===== src/rtl/fb_pkg.sv =====
// Shared types and constants for the ping-pong frame buffer controller.
package fb_pkg;

  // Width of the saturating error/drop counters.
  localparam int FB_CNT_W = 8;

  // Writer FSM states.
  typedef enum logic [1:0] {
    FB_IDLE,
    FB_FILL,
    FB_FULL
  } fb_state_e;

endpackage


===== src/rtl/fb_sat_counter.sv =====
// Saturating up-counter with synchronous active-low clear.
// Holds at all-ones instead of wrapping.
module fb_sat_counter
  import fb_pkg::*;
#(
  parameter int W = FB_CNT_W
) (
  input  logic         clk,
  input  logic         rst_n,
  input  logic         inc,
  output logic [W-1:0] count
);

  logic [W-1:0] count_q;
  logic [W-1:0] count_d;

  // Next count: step by one unless already saturated.
  always_comb begin
    count_d = count_q;
    if (inc && (count_q != {W{1'b1}})) begin
      count_d = count_q + W'(1);
    end
  end

  // Count register, cleared only by reset.
  always_ff @(posedge clk) begin
    if (!rst_n) begin
      count_q <= '0;
    end else begin
      count_q <= count_d;
    end
  end

  assign count = count_q;

endmodule


===== src/rtl/fb_bank_ctrl.sv =====
// Ping-pong frame buffer controller: ingest fills the back bank of a
// dual-port BRAM while the scanner reads the front bank; banks swap only
// at scanner frame boundaries.
// Optional feature macro FB_OVERRUN_DROP_EN: when defined, beats arriving
// while a full frame waits for the swap are accepted and discarded (and
// start-of-frame beats are counted in drop_cnt) instead of being stalled.
module fb_bank_ctrl
  import fb_pkg::*;
#(
  parameter int FRAME_PIXELS = 4096,
  parameter int RAM_WIDTH    = 24,
  localparam int PIX_W       = $clog2(FRAME_PIXELS)
) (
  input  logic                 clka,
  input  logic                 rst_n,
  input  logic                 in_valid,
  output logic                 in_ready,
  input  logic                 in_sof,
  input  logic [RAM_WIDTH-1:0] in_data,
  input  logic                 rd_req,
  input  logic [PIX_W-1:0]     rd_addr,
  input  logic                 rd_frame_done,
  output logic                 rd_valid,
  output logic [RAM_WIDTH-1:0] rd_data,
  output logic [PIX_W:0]       ram_addra,
  output logic [RAM_WIDTH-1:0] ram_dina,
  output logic                 ram_wea,
  output logic [PIX_W:0]       ram_addrb,
  output logic                 ram_enb,
  input  logic [RAM_WIDTH-1:0] ram_doutb,
  output logic                 front_bank,
  output logic [FB_CNT_W-1:0]  frame_err,
  output logic [FB_CNT_W-1:0]  drop_cnt
);

  localparam logic [PIX_W-1:0] LAST_PIX = PIX_W'(FRAME_PIXELS - 1);

  fb_state_e              state_q, state_d;
  logic [PIX_W-1:0]       pix_cnt_q, pix_cnt_d;
  logic                   front_bank_q, front_bank_d;
  logic                   in_ready_q, in_ready_d;
  logic                   wea_q, wea_d;
  logic [PIX_W:0]         addra_q, addra_d;
  logic [RAM_WIDTH-1:0]   dina_q, dina_d;
  logic                   rd_valid_q;
  logic                   accept;
  logic                   err_inc;

  assign accept = in_valid && in_ready_q;

  // Writer FSM next state plus the registered BRAM write command.
  always_comb begin
    state_d      = state_q;
    pix_cnt_d    = pix_cnt_q;
    front_bank_d = front_bank_q;
    wea_d        = 1'b0;
    addra_d      = addra_q;
    dina_d       = dina_q;
    err_inc      = 1'b0;
    case (state_q)
      FB_IDLE: begin
        // Wait for a start-of-frame; anything else is noise and dropped.
        if (accept && in_sof) begin
          wea_d     = 1'b1;
          addra_d   = {~front_bank_q, PIX_W'(0)};
          dina_d    = in_data;
          pix_cnt_d = PIX_W'(1);
          state_d   = FB_FILL;
        end
      end
      FB_FILL: begin
        if (accept) begin
          wea_d  = 1'b1;
          dina_d = in_data;
          if (in_sof) begin
            // Resync: restart the back-bank frame from pixel 0.
            addra_d   = {~front_bank_q, PIX_W'(0)};
            pix_cnt_d = PIX_W'(1);
            err_inc   = 1'b1;
          end else begin
            addra_d = {~front_bank_q, pix_cnt_q};
            if (pix_cnt_q == LAST_PIX) begin
              state_d = FB_FULL;
            end else begin
              pix_cnt_d = pix_cnt_q + PIX_W'(1);
            end
          end
        end
      end
      FB_FULL: begin
        // Complete frame waits here until the scanner finishes its frame.
        if (rd_frame_done) begin
          front_bank_d = ~front_bank_q;
          pix_cnt_d    = '0;
          state_d      = FB_IDLE;
        end
      end
      default: state_d = FB_IDLE;
    endcase
`ifdef FB_OVERRUN_DROP_EN
    in_ready_d = 1'b1;
`else
    in_ready_d = (state_d != FB_FULL);
`endif
  end

  // State and registered outputs.
  always_ff @(posedge clka) begin
    if (!rst_n) begin
      state_q      <= FB_IDLE;
      pix_cnt_q    <= '0;
      front_bank_q <= 1'b0;
      in_ready_q   <= 1'b0;
      wea_q        <= 1'b0;
      addra_q      <= '0;
      dina_q       <= '0;
      rd_valid_q   <= 1'b0;
    end else begin
      state_q      <= state_d;
      pix_cnt_q    <= pix_cnt_d;
      front_bank_q <= front_bank_d;
      in_ready_q   <= in_ready_d;
      wea_q        <= wea_d;
      addra_q      <= addra_d;
      dina_q       <= dina_d;
      rd_valid_q   <= rd_req;
    end
  end

  assign in_ready   = in_ready_q;
  assign ram_wea    = wea_q;
  assign ram_addra  = addra_q;
  assign ram_dina   = dina_q;
  assign front_bank = front_bank_q;

  // Read port is a straight pass-through; BRAM supplies the 1-cycle latency.
  assign ram_enb   = rd_req;
  assign ram_addrb = {front_bank_q, rd_addr};
  assign rd_valid  = rd_valid_q;
  assign rd_data   = ram_doutb;

  fb_sat_counter #(.W(FB_CNT_W)) u_frame_err (
    .clk   (clka),
    .rst_n (rst_n),
    .inc   (err_inc),
    .count (frame_err)
  );

`ifdef FB_OVERRUN_DROP_EN
  logic drop_inc;
  assign drop_inc = accept && in_sof && (state_q == FB_FULL);

  fb_sat_counter #(.W(FB_CNT_W)) u_drop_cnt (
    .clk   (clka),
    .rst_n (rst_n),
    .inc   (drop_inc),
    .count (drop_cnt)
  );
`else
  assign drop_cnt = '0;
`endif

endmodule

===== config.mk =====
export PLATFORM = sky130hd
export DESIGN_NAME = fb_bank_ctrl
export DESIGN_NICKNAME = d
export VERILOG_FILES = /design/src/rtl/fb_pkg.sv /design/src/rtl/fb_sat_counter.sv /design/src/rtl/fb_bank_ctrl.sv
export SDC_FILE = /design/constraint.sdc
export NUM_CORES = 1
export LEC_CHECK = 0
export CAP_MARGIN = 15
export CORE_ASPECT_RATIO = 0.9
export CORE_UTILIZATION = 38
export DETAILED_ROUTE_END_ITERATION = 10
export PLACE_DENSITY = 0.76
export SLEW_MARGIN = 30
export SYNTH_ARGS = -nofsm -noshare
export SYNTH_HDL_FRONTEND = slang
export SYNTH_HIERARCHICAL = 1
export SYNTH_SLANG_ARGS = --single-unit

===== constraint.sdc =====
create_clock -name clka -period 4.2 [get_ports clka]
set_input_delay 0.63 -clock clka [delete_from_list [all_inputs] [get_ports clka]]
set_output_delay 0.63 -clock clka [all_outputs]
set_load 0.005 [all_outputs]

## Word level (Yosys, flattened, before mapping)

Cells that the tools add are included.

| cells by class | value |
|---|---|
| bitwise gates (word level) | 1 |
| reductions and logical operators | 9 |
| muxes and demuxes | 25 |
| equality and inequality tests | 9 |
| $add $sub $neg | 2 |

Operators with widths:

| cell | number |
|---|---|
| 2-to-1 mux 12 bit | 6 |
| 2-to-1 mux 24 bit | 2 |
| case mux 24 bit (2 select lines) | 1 |
| case mux 12 bit (3 select lines) | 1 |
| 2-to-1 mux 13 bit | 2 |
| case mux 13 bit (2 select lines) | 1 |
| adder 12 x 1 -> 12 bit, second input constant | 1 |
| == test 12 bit, second input constant | 1 |
| 2-to-1 mux 2 bit | 5 |
| adder 8 x 1 -> 8 bit, second input constant | 1 |
| != test 2 bit, second input constant | 4 |
| != test 8 bit, second input constant | 1 |
| case mux 2 bit (3 select lines) | 1 |
| 2-to-1 mux 1 bit | 5 |
| AND reduction 5 bit | 1 |
| logical AND 1 bit | 3 |
| != test 3 bit, second input constant | 1 |
| AND reduction 3 bit | 1 |
| nonzero test 3 bit | 1 |
| == test 2 x 1 -> 1 bit, second input constant | 1 |
| == test 2 bit, second input constant | 1 |
| logical NOT 2 bit | 1 |
| case mux 1 bit (2 select lines) | 1 |
| AND reduction 2 bit | 1 |
| 2 further kinds | 2 |

| storage, ports and cells | value |
|---|---|
| input port bits | 66 |
| logic and storage cells | 55 |
| register bits | 63 |
| output and inout port bits | 95 |

## Logic depth before layout (Yosys ltp)

Gate-level depths: netlist of run 1.

| logic depth | value |
|---|---|
| depth after elaboration | 6 |
| mapped depth | 9 |
| depth with buffers taken out | 7 |

## Cells and area by module

The synthesis of run 1 kept the hierarchy.

By module, submodules not included:

| module | cells an instance | times used | area each (µm²) | sequential area each (µm²) |
|---|---|---|---|---|
| fb_bank_ctrl | 341 | 1 | 2,830.2 | 1,101.1 |
| fb_sat_counter | 47 | 1 | 404.1 | 160.2 |

## Worst setup path after synthesis of run 1

OpenSTA, ideal clock, no wires.

| timing path | value |
|---|---|
| path kind | input -> register |
| start | input port in_sof |
| end | register pix_cnt_q[7] |
| library setup time | 0.086 ns |
| required time | 4.114 ns |
| stages | 5 |
| path slack | 2.143 ns |
| arrival time | 1.972 ns |
| path buffers | 1 |
| cells stage by stage | clkbuf_2 > nand3b_4 > or3_4 > or4_1 > a211oi_1 |

| on the way | value |
|---|---|
| word-level cells in the longest chain between the ends | 3 |
| elaborated cells between the ends (all ways) | 7 |
| classes of those cells | 2 x eq/ne; 3 x mux; 2 x reduce/logical |

RTL lines:

| element | RTL line | source |
|---|---|---|
| start, declared | fb_bank_ctrl.sv:18 | `input logic in_sof,` |
| 2-to-1 mux 12 bit / logical AND 1 bit (equally long branches) | fb_bank_ctrl.sv:75, fb_bank_ctrl.sv:63 |  |
| 2-to-1 mux 12 bit / != test 2 bit (equally long branches) | -- |  |
| case mux 12 bit (3 select lines) / AND reduction 5 bit (equally long branches) | -- |  |
| end signal, assigned | fb_bank_ctrl.sv:120 | `pix_cnt_q <= pix_cnt_d;` |
| end, declared | fb_bank_ctrl.sv:39 | `logic [PIX_W-1:0] pix_cnt_q, pix_cnt_d;` |

Several ways; a longest one is shown, not always the timed one. The select of a mux whose other input is x is not followed.
A chain may end at the register's enable or synchronous reset.

## Worst setup path in the final report of run 1

| timing path | value |
|---|---|
| start | register state_q[1] |
| end | register pix_cnt_q[1] |

| on the way | value |
|---|---|
| word-level cells in the longest chain between the ends | 3 |
| elaborated cells between the ends (all ways) | 10 |
| classes of those cells | 6 x eq/ne; 1 x mux; 3 x reduce/logical |

RTL lines:

| element | RTL line | source |
|---|---|---|
| start, declared | fb_bank_ctrl.sv:38 | `fb_state_e state_q, state_d;` |
| start signal, assigned | fb_bank_ctrl.sv:119 | `state_q <= state_d;` |
| == test 2 x 1 -> 1 bit, or another cell as far along | fb_bank_ctrl.sv:60 | `case (state_q)` |
| != test 3 bit (no source line), or another cell as far along | -- |  |
| AND reduction 5 bit (no source line) | -- |  |

Several ways; a longest one is shown, not always the timed one.

==> results.py, run 1 <==
metrics = {
    "routing": {
        "dr_wl_met2_mm": 3.56,
        "avgViaCountPerCell": 5.39,
        "num_vias": 2841,
        "wl_met1_mm": 3.33,
        "wire_per_inst_microns": 14.3,
        "drt_iter0_drc": 173,
        "top_layer": "met4",
        "dr.pass1.iters": 4,
        "wl_mm": 7.52,
        "met3RoutedLength_microns": 519,
        "drc": 0,
        "antenna_left": 0,
    },
    "clocking": {
        "clk_path_buf_depth": 2,
        "cts_made_buffers": 9,
        "clk_pin_slew_ns": 0.07,
        "cts_tree": "yes",
        "post_cts_buffers": 0,
        "htreeDepth": 3,
        "clock_latency_ns": 0.33,
        "postCtsHoldBufs": 0,
        "cts_sinks": 63,
        "cts.repair.resized": 0,
        "clock-root-buffer": "clkbuf_8",
    },
    "floorplanning": {
        "die_area_sq_mm": 0.00888,
        "coreArea_sq_mm": 0.00815,
        "initial_utilization_pct": 39.7,
        "die_h_microns": 89.5,
        "die_w_microns": 99.2,
        "rows": 31,
        "pin_count": 161,
    },
    "setup_path": {
        "required_ns": 4.46,
        "ff2ff_setup_slack_ns": 1.64,
        "crit_type": "register to register",
        "critPathLaunchType": "register",
        "crit_arrival_ns": 2.83,
        "critPathSlowestCell": "or4b_2",
        "cp_cell_sequence": "inv_1 -> ha_1 -> o2bb2ai_1 -> nand4b_1 -> or4b_2 -> a21oi_1",
        "crit_fanout": 13,
        "critPathCaptureType": "register",
        "critPathMaxStageDelay_ns": 0.79,
    },
    "global_route": {
        "grt_pass1_wl_mm": 12.0,
        "overflow": 0,
        "grtUsageTotal_pct": 16.9,
        "grt_max_degree": 39,
        "antenna_found_initial": 0,
        "grt_pass1_vias": 2541,
    },
    "timing": {
        "skew_ns": 0.00928,
        "period_needed_ns": 2.56,
        "rsz0062_at_grt": "no",
        "worst-slew-pin-transition_ns": 0.641,
        "finalHoldViolations": 0,
        "timing.final.ws_setup_ns": 1.64,
        "relSlewSlack_pct": 57.2,
        "fin_tns_setup_ns": 0,
        "holdWs_ns": 0.455,
        "clock.fmax_mhz": 390,
        "fin_crit_sh_pct": 61.0,
        "slew_viol_final": 0,
        "setup_violations": 0,
    },
    "synthesis": {
        "syn_inst": 388,
        "synthArstFlopShare_pct": 0,
        "ys_seq_elements": 63,
        "synth_flop_cell": "dfxtp_1",
        "yosysWarnings": 6,
        "synth_top_cell_by_area": "dfxtp_1",
        "synth_area_leaders": "dfxtp_1, buf_4, nand2_1, a21oi_1, nand3_1",
        "synth_top_area_share_pct": 39.0,
        "syn_area_sq_mm": 0.00323,
        "seq_area_frac_synth_pct": 39.0,
        "synth-edff-count": 0,
        "syn_area_per_cell_sq_um": 8.34,
        "synth.distinct_cells": 56,
    },
    "placed_design": {
        "portBuffers": 80,
        "dp_hpwl_mm": 5.27,
        "post-place-ws_ns": 1.35,
        "placed_cell_area_sq_mm": 0.00379,
        "gp_congestion": 0.849,
    },
    "final_layout": {
        "fin_nets": 496,
        "n_fill_cell": 807,
        "final_cell_area_sq_mm": 0.00398,
        "diodes": 0,
        "drive_gt1_share_pct": 9.35,
        "area_growth_pct": 23.1,
    },
    "outcome": {
        "status": "completed",
    },
    "power_and_ir_drop": {
        "power_leakage_nw": 1.41,
        "p_per_area_mw_per_mm2": 322,
        "ir_drop_v": 0.000149,
    },
    "hold_path": {
        "hold_class": "register to register",
    },
    "flow_run": {
        "cap_violations": 0,
    },
}
-- metrics by stage --
stage,cells,power (mW),util (%)
2_1_floorplan,395,0.747,-
5_1_grt,527,1.34,48.9
3_5_place_dp,511,0.794,46.5
6_report,527,1.28,48.9
4_1_cts,527,1.30,48.9
3_3_place_gp,511,0.790,46.5
-- area by class of cell --
| cell class | instances | area [sq um] | share of cell area, % |
|---|---|---|---|
| Sequential cell | 63 | 1260 | 31.7 |
| Multi-Input combinational cell | 256 | 1540 | 38.7 |
| Clock inverter | 6 | 61.3 | 1.54 |
| Tap cell | 99 | 124 | 3.11 |
| Timing Repair Buffer | 84 | 831 | 20.9 |
| Inverter | 9 | 33.8 | 0.849 |
| Clock buffer | 10 | 128 | 3.21 |
-- Yosys cell counts, drive strengths merged (7+ instances only) --
library cell	instances
nor3	7
buf	51
clkbuf	16
nand3	21
ha	7
nor2	7
nand2b	7
o21ai	7
inv	8
a21oi	44
nand2	71
dfxtp	63
a211oi	9
-- report_power, final --
part           internal (mW)  switching [mW]  total (mW)
clock                  0.272           0.229       0.501
combinational         0.0766          0.0758       0.152
sequential             0.615          0.0116       0.627
-- logic make-up (layout without fill, tap and decap cells) --
kind of cell               after synthesis  in the layout  synth area share, %
and+or+nand+nor                        153            153                 25.6
AOI/OAI and AO/OA                       85             85                 17.4
buffers and inverters                   76            109                 14.4
DFF                                     63             63                 39.0
adders and majority gates                7              7                 2.71
muxes                                    2              2                0.619
other                                    1              8                0.116
xor gates and xnor gates                 1              1                0.271
-- registers in the layout (all words and copies together), names as in the netlist, 2 cells and up --
register / cells
pix_cnt_q: 12
ram_dina: 24
ram_addra: 13
u_frame_err/count: 8
state_q: 2
-- critical path, delay by kind of cell (launching register included) --
family,cells,cell delay [ns]
adder cells (fa/ha/maj),1,0.34
AND/OR/NAND/NOR,2,1.23
flip-flops,1,0.41
buffers and inverters,1,0.13
AO/OA/AOI/OAI,2,0.39
-- per-layer routing --
layer	track usage, %	up-vias
li1	-	1389
met1	21.2	1311
met2	27.7	118
met3	5.16	23
met4	6.02	0
met5	0	-
-- path summary, 6_finish.rpt --
check | from | end | cells past startpoint
setup / recovery | state_q[1] | pix_cnt_q[1] | 6
hold / removal | ram_dina[6] | ram_dina[6] | 2
setup reg to reg | state_q[1] | pix_cnt_q[1] | 6
hold reg to reg | ram_dina[6] | ram_dina[6] | 2
-- cell usage in the layout (no fill, tap or decap), types with 2 or more instances in the layout --
cell and n:
a2111oi_0 2, a211oi_1 9, a21oi_1 44, a41oi_1 2, and2_1 2, and3_1 5, and4_1 3, and4_2 2
buf_4 4, clkbuf_8 9, clkdlybuf4s50_1 80, clkinv_2 3, conb_1 8, dfxtp_1 63, ha_1 7, inv_1 8
mux2i_1 2, nand2_1 71, nand2b_1 7, nand3_1 20, nand4_1 5, nand4b_1 2, nor2_1 7, nor2b_1 3
nor3_1 5, nor4_1 3, nor4b_1 2, o21ai_0 7, o21bai_1 2, o221a_2 6, o32ai_1 2, or3_1 2
or4_1 3
Note: power is estimated with default switching activity, not from simulation.
==> inputs of run 2 (changes only) <==
==> constraint.sdc (replaced) <==
create_clock -name clka -period 2.5 [get_ports clka]
set_input_delay 0.375 -clock clka [delete_from_list [all_inputs] [get_ports clka]]
set_output_delay 0.375 -clock clka [all_outputs]
set_load 0.005 [all_outputs]
==> results.py, run 2 (synthesis results as in run 1) <==
metrics = {
    "outcome": {
        "status": "completed",
    },
    "floorplanning": {
        "initial_utilization_pct": 39.7,
        "die_area_sq_mm": 0.00888,
        "die_h_microns": 89.5,
        "rows": 31,
        "coreArea_sq_mm": 0.00815,
        "pin_count": 161,
        "die_w_microns": 99.2,
    },
    "final_layout": {
        "final_common_cell": "clkdlybuf4s50_1",
        "drive_gt1_share_pct": 10.2,
        "mostFrequentLayoutCells": "clkdlybuf4s50_1, nand2_1, dfxtp_1, a21oi_1, nand3_1",
        "fin_nets": 502,
        "area_growth_pct": 23.6,
        "final_cell_area_sq_mm": 0.00400,
        "n_fill_cell": 762,
        "final_util_pct": 49.1,
        "stdcell_count": 532,
        "diodes": 0,
        "largest_reg_flops": 24,
    },
    "routing": {
        "antenna_left": 0,
        "dr.pass1.iters": 5,
        "num_vias": 2847,
        "wire_per_inst_microns": 14.7,
        "avgViaCountPerCell": 5.35,
        "drc": 0,
        "drt_iter0_drc": 158,
        "wl_mm": 7.84,
    },
    "timing": {
        "fin_crit_sh_pct": 92.3,
        "fin_tns_setup_ns": 0,
        "holdWs_ns": 0.450,
        "skew_ns": 0.00607,
        "period_needed_ns": 2.31,
        "slew_viol_final": 0,
        "clock.fmax_mhz": 433,
        "finalHoldViolations": 0,
        "rsz0062_at_grt": "no",
        "timing.final.ws_setup_ns": 0.193,
        "setup_violations": 0,
    },
    "clocking": {
        "cts_tree": "yes",
        "cts_sinks": 63,
        "clock_latency_ns": 0.34,
        "clk_pin_slew_ns": 0.07,
        "cts.repair.resized": 0,
        "htreeDepth": 3,
        "postCtsHoldBufs": 0,
        "clk_path_buf_depth": 2,
        "clock-root-buffer": "clkbuf_8",
        "post_cts_buffers": 0,
        "cts_made_buffers": 9,
    },
    "setup_path": {
        "critPathLaunchType": "register",
        "crit_type": "register to register",
        "crit_fanout": 10,
        "critPathMaxStageDelay_ns": 0.60,
        "required_ns": 2.75,
        "cp_cell_sequence": "inv_1 -> ha_1 -> o2bb2ai_1 -> nand4b_1 -> or4_1 -> a211oi_1",
        "crit_arrival_ns": 2.56,
        "critPathCaptureType": "register",
        "critPathSlowestCell": "or4_1",
    },
    "placed_design": {
        "dp_cells": 517,
        "post-place-ws_ns": 0.238,
        "dp_hpwl_mm": 5.51,
        "placed_cell_area_sq_mm": 0.00383,
        "gp_congestion": 0.867,
        "portBuffers": 80,
    },
    "hold_path": {
        "hold_class": "register to register",
    },
    "global_route": {
        "grt_pass1_vias": 2481,
        "overflow": 0,
        "grt_max_degree": 39,
        "grt_pass1_wl_mm": 11.9,
        "grtUsageTotal_pct": 17.3,
        "antenna_found_initial": 0,
    },
    "power_and_ir_drop": {
        "p_per_area_mw_per_mm2": 520,
        "power_leakage_nw": 1.42,
        "ir_drop_v": 0.000265,
        "power.total_mw": 2.08,
    },
    "flow_run": {
        "cap_violations": 0,
    },
}
## run 2: changes by cell type in the layout (fill, tap and decap cells not counted)
cell	change
buf_4	+6
bufinv_16	-1
clkbuf_8	+1
clkinv_4	-1
or3_1	+1
or3_2	-1
## run 2: worst paths after layout
| check | start | to | slack [ns] | depth (start not counted) |
|---|---|---|---|---|
| worst max-delay path | state_q[1] | pix_cnt_q[6] | 0.19 | 6 |
| worst min-delay path | ram_addra[9] | ram_addra[9] | 0.45 | 2 |
| worst max register to register | state_q[1] | pix_cnt_q[6] | 0.19 | 6 |
| worst min register to register | ram_addra[9] | ram_addra[9] | 0.45 | 2 |
## run 2: routing by layer
metal / vias up / part of all wire (%) / GRT usage [%]
met5: - / 0 / 0
met1: 1319 / 44 / 21.1
met4: 0 / 1.6 / 6.28
met2: 114 / 48 / 28.7
met3: 16 / 6.6 / 5.86
li1: 1398 / - / -
## run 2: power breakdown
| group | switching, mW | internal [mW] | total, mW |
|---|---|---|---|
| Clock | 0.382 | 0.376 | 0.758 |
| Sequential | 0.0175 | 1.03 | 1.05 |
| Combinational | 0.134 | 0.136 | 0.270 |
| Total | 0.534 | 1.55 | 2.08 |
## run 2: critical path: cells and delay by family (launching register included)
family,cells,cell delay (ns)
AOI/OAI and AO/OA,2,0.51
adders and majority gates,1,0.33
buffers and inverters,1,0.12
DFF,1,0.41
and+or+nand+nor,2,0.85
## run 2: area by class of cell
cell class | instances | area (sq um) | share of cell area, %
repair buffers | 90 | 876 | 21.9
well taps | 99 | 124 | 3.10
flip-flops and latches | 63 | 1260 | 31.5
multi-input cells | 256 | 1540 | 38.5
clock inverters | 4 | 22.5 | 0.563
inverters | 9 | 33.8 | 0.845
clock buffers | 11 | 141 | 3.54
==> inputs of run 3 (changes only) <==
--- a/config.mk
+++ b/config.mk
@@ -10,7 +10,7 @@
 export CORE_UTILIZATION = 38
 export DETAILED_ROUTE_END_ITERATION = 10
 export PLACE_DENSITY = 0.76
-export SLEW_MARGIN = 30
+export SLEW_MARGIN = 20
 export SYNTH_ARGS = -nofsm -noshare
 export SYNTH_HDL_FRONTEND = slang
 export SYNTH_HIERARCHICAL = 1
==> results of run 3 <==
No change in the layout: final DEF, timing and power equal those of run 2.
